==> src/rtl/iso_stream_serializer.sv <==
// Splits each source word into Ratio beats, LSB slice first, through a
// 2-entry word buffer so one word can be filled while the other drains.
module iso_stream_serializer #(
   parameter int DataWidth = 32,
   parameter int Ratio     = 4
) (
   input  logic                          clk_i,
   input  logic                          rst_i,
   input  logic                          src_valid_i,
   output logic                          src_ready_o,
   input  logic [DataWidth-1:0]          src_data_i,
   output logic                          dst_valid_o,
   input  logic                          dst_ready_i,
   output logic [DataWidth/Ratio-1:0]    dst_data_o,
   output logic                          dst_last_o,
   output logic [((Ratio <= 2) ? 1 : $clog2(Ratio))-1:0] dst_idx_o
);

   localparam int BeatWidth = DataWidth / Ratio;
   localparam int IdxWidth  = (Ratio <= 2) ? 1 : $clog2(Ratio);
   localparam logic [IdxWidth-1:0] LastIdx = IdxWidth'(Ratio - 1);

   if ((DataWidth % Ratio) != 0 || Ratio < 2) begin : g_bad_params
      $error("iso_stream_serializer: DataWidth must be a multiple of Ratio and Ratio >= 2");
   end

   logic [DataWidth-1:0] mem [2];
   logic [1:0]           rd, wr;
   logic [IdxWidth-1:0]  beat_q;
   logic [DataWidth-1:0] cur_word;
   logic                 src_hs, dst_hs, last_beat;

   // Pointers carry one extra bit so equal LSBs can mean either empty or full.
   assign src_ready_o = ((rd ^ wr) != 2'b10) && !rst_i;
   assign dst_valid_o = ((rd ^ wr) != 2'b00) && !rst_i;
   assign src_hs      = src_valid_i && src_ready_o;
   assign dst_hs      = dst_valid_o && dst_ready_i;
   assign last_beat   = (beat_q == LastIdx);

   assign cur_word    = mem[rd[0]] >> (32'(beat_q) * BeatWidth);
   assign dst_data_o  = cur_word[BeatWidth-1:0];
   assign dst_idx_o   = rst_i ? '0 : beat_q;
   assign dst_last_o  = dst_valid_o && last_beat;

   always_ff @(posedge clk_i) begin
      if (rst_i) begin
         rd     <= 2'd0;
         wr     <= 2'd0;
         beat_q <= '0;
      end else begin
         if (src_hs) wr <= wr + 2'd1;
         if (dst_hs) begin
            if (last_beat) begin
               beat_q <= '0;
               rd     <= rd + 2'd1;
            end else begin
               beat_q <= beat_q + 1'b1;
            end
         end
      end
   end

   // src_ready only rises when an entry is free, so this never hits a live word.
   always_ff @(posedge clk_i) begin
      if (src_hs) mem[wr[0]] <= src_data_i;
   end

endmodule

==> config.mk <==
export PLATFORM = sky130hd
export DESIGN_NAME = iso_stream_serializer
export DESIGN_NICKNAME = d
export VERILOG_FILES = /design/src/rtl/iso_stream_serializer.sv
export SDC_FILE = /design/constraint.sdc
export NUM_CORES = 1
export LEC_CHECK = 0
export CAP_MARGIN = 20
export CORE_MARGIN = 10
export CORE_UTILIZATION = 47
export DETAILED_ROUTE_END_ITERATION = 6
export PLACE_DENSITY = 0.8
export SYNTH_ARGS = -nofsm -noshare
export SYNTH_HDL_FRONTEND = slang
export SYNTH_SLANG_ARGS = --single-unit
==> constraint.sdc <==
create_clock -name clk_i -period 4.65 [get_ports clk_i]
set_input_delay 1.395 -clock clk_i [delete_from_list [all_inputs] [get_ports clk_i]]
set_output_delay 1.395 -clock clk_i [all_outputs]
set_load 0.03 [all_outputs]
==> qor.txt <==
Status -> completed
Mapped Cells -> 139
Worst Hold Endpoint -> wr[1]$_SDFFE_PP0N_
Crit path max-delay cell type -> clkdlybuf4s50_1
Power Density -> 393 nW/µm²
Residual DRC -> 0
Final worst slack -> 358 ps
DRT Wirelength -> 5.41 mm
CP max FO -> 14
Core area -> 5920 µm²
Layout net count -> 232
Die area -> 9630 µm²
Final setup TNS -> 0 ps
DR WL/cell -> 19.7 µm
Max Fclk -> 0.233 GHz
Share of cells above drive strength 1 -> 17.1%
Reg2Reg Launch Point -> beat_q[0]$_SDFFE_PP0P_
Rel. slew slack -> 46.0%
Inserted Clock Buffers -> 9
Via count -> 1,491
Area growth syn-to-layout -> 28.0%
Crit path arrival time -> 2900 ps
Sequential share of the synthesized area -> 71.9%
Worst path most repeated cell -> clkdlybuf4s50_1
Global-route wire length before repair -> 8.83 mm
Synth Register Bits -> 71
FILL cells -> 407
Post-synth ARST share -> 0%
Detailed placer's ending HPWL -> 3.58 mm
Vias in the first global route -> 1,740
Placed cell count -> 259
Min cycle time layout -> 4290 ps
HP Class -> flop to flop
Antenna violations before repair -> 0
Worst hold margin -> 586 ps
Endpoint class of the critical path -> output port
Post-synth EDFFs -> 64
Setup Buffers After CTS -> 0
Post-cts sizing count -> 0
Longest Clk Path Bufs -> 2
Max-cap viol count -> 0
Cell variety after synth -> 24
I/O pin count -> 49
Mapped Area -> 2870 µm²
Post-Syn Nets -> 176
Final setup fails -> 0
Clock Latency Late Sink -> 340 ps
Crit path buffers/inverters -> 3
Die height -> 98.1 µm
Num rows -> 28
Final period util -> 92.3%
Cell Count, Final, Fillers Out -> 274
CTS tree -> yes
PortBufs -> 48
Syn_area_per_cell -> 20.6 µm²
Die width -> 98.1 µm
Gr ovfl total -> 0
Critical path type -> input port to output port
Number of synthesis warnings -> 0
FF-to-FF path depth -> 4
Slowest Stage Delay on Critical Path -> 700 ps
Tightest Pin Transition -> 808 ps
Clock Sinks -> 71
CP Launch Type -> input port
CTS root buf -> clkbuf_8
Finished layout cell area -> 3670 µm²
Leakage -> 1.22 nW
DR pass1 iterations -> 4
RSZ-0062 raised after global routing -> no
Most frequent cell after synthesis -> edfxtp_1
Synth top area share -> 67.0%
Pin count of the biggest net entering global routing -> 33
Fin. Hold Viols -> 0
Starting Density -> 48.4%
Htree depth -> 3
Top cells by area, synth -> edfxtp_1 67%, mux4_1 14%, mux2_2 5.1%
Top cell types by occurrence after synthesis -> 64 x edfxtp_1, 15 x mux4_1, 13 x mux2_2
ANT nets after route -> 0
Post-CTS Hold Fix Bufs -> 0
Vias per inst -> 5.44
Synth area leader -> edfxtp_1
Final Skew -> 5.84 ps
DP Area -> 3440 µm²
Hold_sp -> wr[1]$_SDFFE_PP0N_
Fin. max-slew vios -> 0
Clock-pin slew on the worst setup and hold paths -> 70 ps
Global placement routability congestion -> 0.778
Cell Chain, Critical Path -> clkdlybuf4s50_1, buf_4, nor2b_1, clkdlybuf4s50_1
Total GRT Usage -> 11.8%
Required time of the critical path -> 3250 ps
Hold Path Depth -> 1
Setup WS pre-CTS -> 385 ps
Ys flop type -> edfxtp_1
Max IR drop VDD -> 0.283 mV
N_diodes -> 0
Top Family by Delay on Critical Path -> buffers and inverters
R2R Setup Slk -> 2690 ps
1st-iter DRT viols -> 93
[registers in the layout, summed over array words and instances, names as in the netlist, named ones only]
signal  cells
mem        64
beat_q      2
rd          2
wr          2
[metrics by stage]
stage / power [mW] / util (%)
6_report: 1.44 / 62.0
2_1_floorplan: 0.814 / -
5_1_grt: 1.50 / 62.0
3_5_place_dp: 0.886 / 58.1
4_1_cts: 1.46 / 62.0
3_3_place_gp: 0.878 / 58.1
[power by group]
part | total, mW | internal, mW | leakage (nW) | switching [mW]
registers | 0.736 | 0.722 | 0.644 | 0.0143
clock network | 0.574 | 0.352 | 0.113 | 0.221
logic | 0.134 | 0.0721 | 0.461 | 0.0619
total | 1.44 | 1.15 | 1.22 | 0.298
[cell families after synthesis]
| kind of cell | count (synthesis) | share of synthesized area (%) |
|---|---|---|
| XOR/XNOR | 3 | 0.916 |
| flip-flops | 71 | 71.9 |
| buffers and inverters | 9 | 2.09 |
| AND/OR/NAND/NOR | 13 | 2.23 |
| adder cells (fa/ha/maj) | 1 | 0.436 |
| multiplexers | 29 | 19.6 |
| AO/OA/AOI/OAI | 13 | 2.79 |
[layout make-up]
type / count / area [µm²] / area share, %
Clock buffer: 9 / 124 / 3.37
Tap cell: 75 / 93.8 / 2.56
Sequential cell: 71 / 2060 / 56.2
Inverter: 2 / 7.51 / 0.204
Timing Repair Buffer: 52 / 510 / 13.9
Multi-Input combinational cell: 59 / 763 / 20.8
Clock inverter: 6 / 110 / 3.00
[routing by layer]
layer  track usage [%]  wire length (µm)
met5                 0                 0
met4              5.70                91
met3              5.21               407
met2              19.2              2770
met1              12.9              2140
[cell usage in the layout, fill, tap and decap left out, types with 2 or more instances in the layout]
cell type,Yosys,routed
nor2b_1,4,4
inv_1,2,2
nand2_1,3,3
dfxtp_1,7,7
mux2_2,13,13
a21oi_1,6,6
edfxtp_1,64,64
buf_4,0,4
nor2_1,3,3
clkdlybuf4s50_1,0,48
bufinv_16,0,3
clkbuf_8,0,9
a211oi_1,3,2
mux4_1,15,15
xnor2_1,2,2
[worst max-delay path by stage]
stage / startpoint / endpoint / slack (ps) / depth (start not counted)
after global routing: rst_i / dst_idx_o[1] / 290 / 4
after detailed placement: rst_i / dst_idx_o[0] / 380 / 4
after global placement: rst_i / dst_idx_o[0] / 440 / 4
final: rst_i / dst_idx_o[0] / 360 / 4
after floorplan: rst_i / mem[1][0]$_DFFE_PP_ / 180 / 2
after CTS: rst_i / dst_idx_o[0] / 380 / 4
No activity file was read; power rests on OpenSTA's default activity.
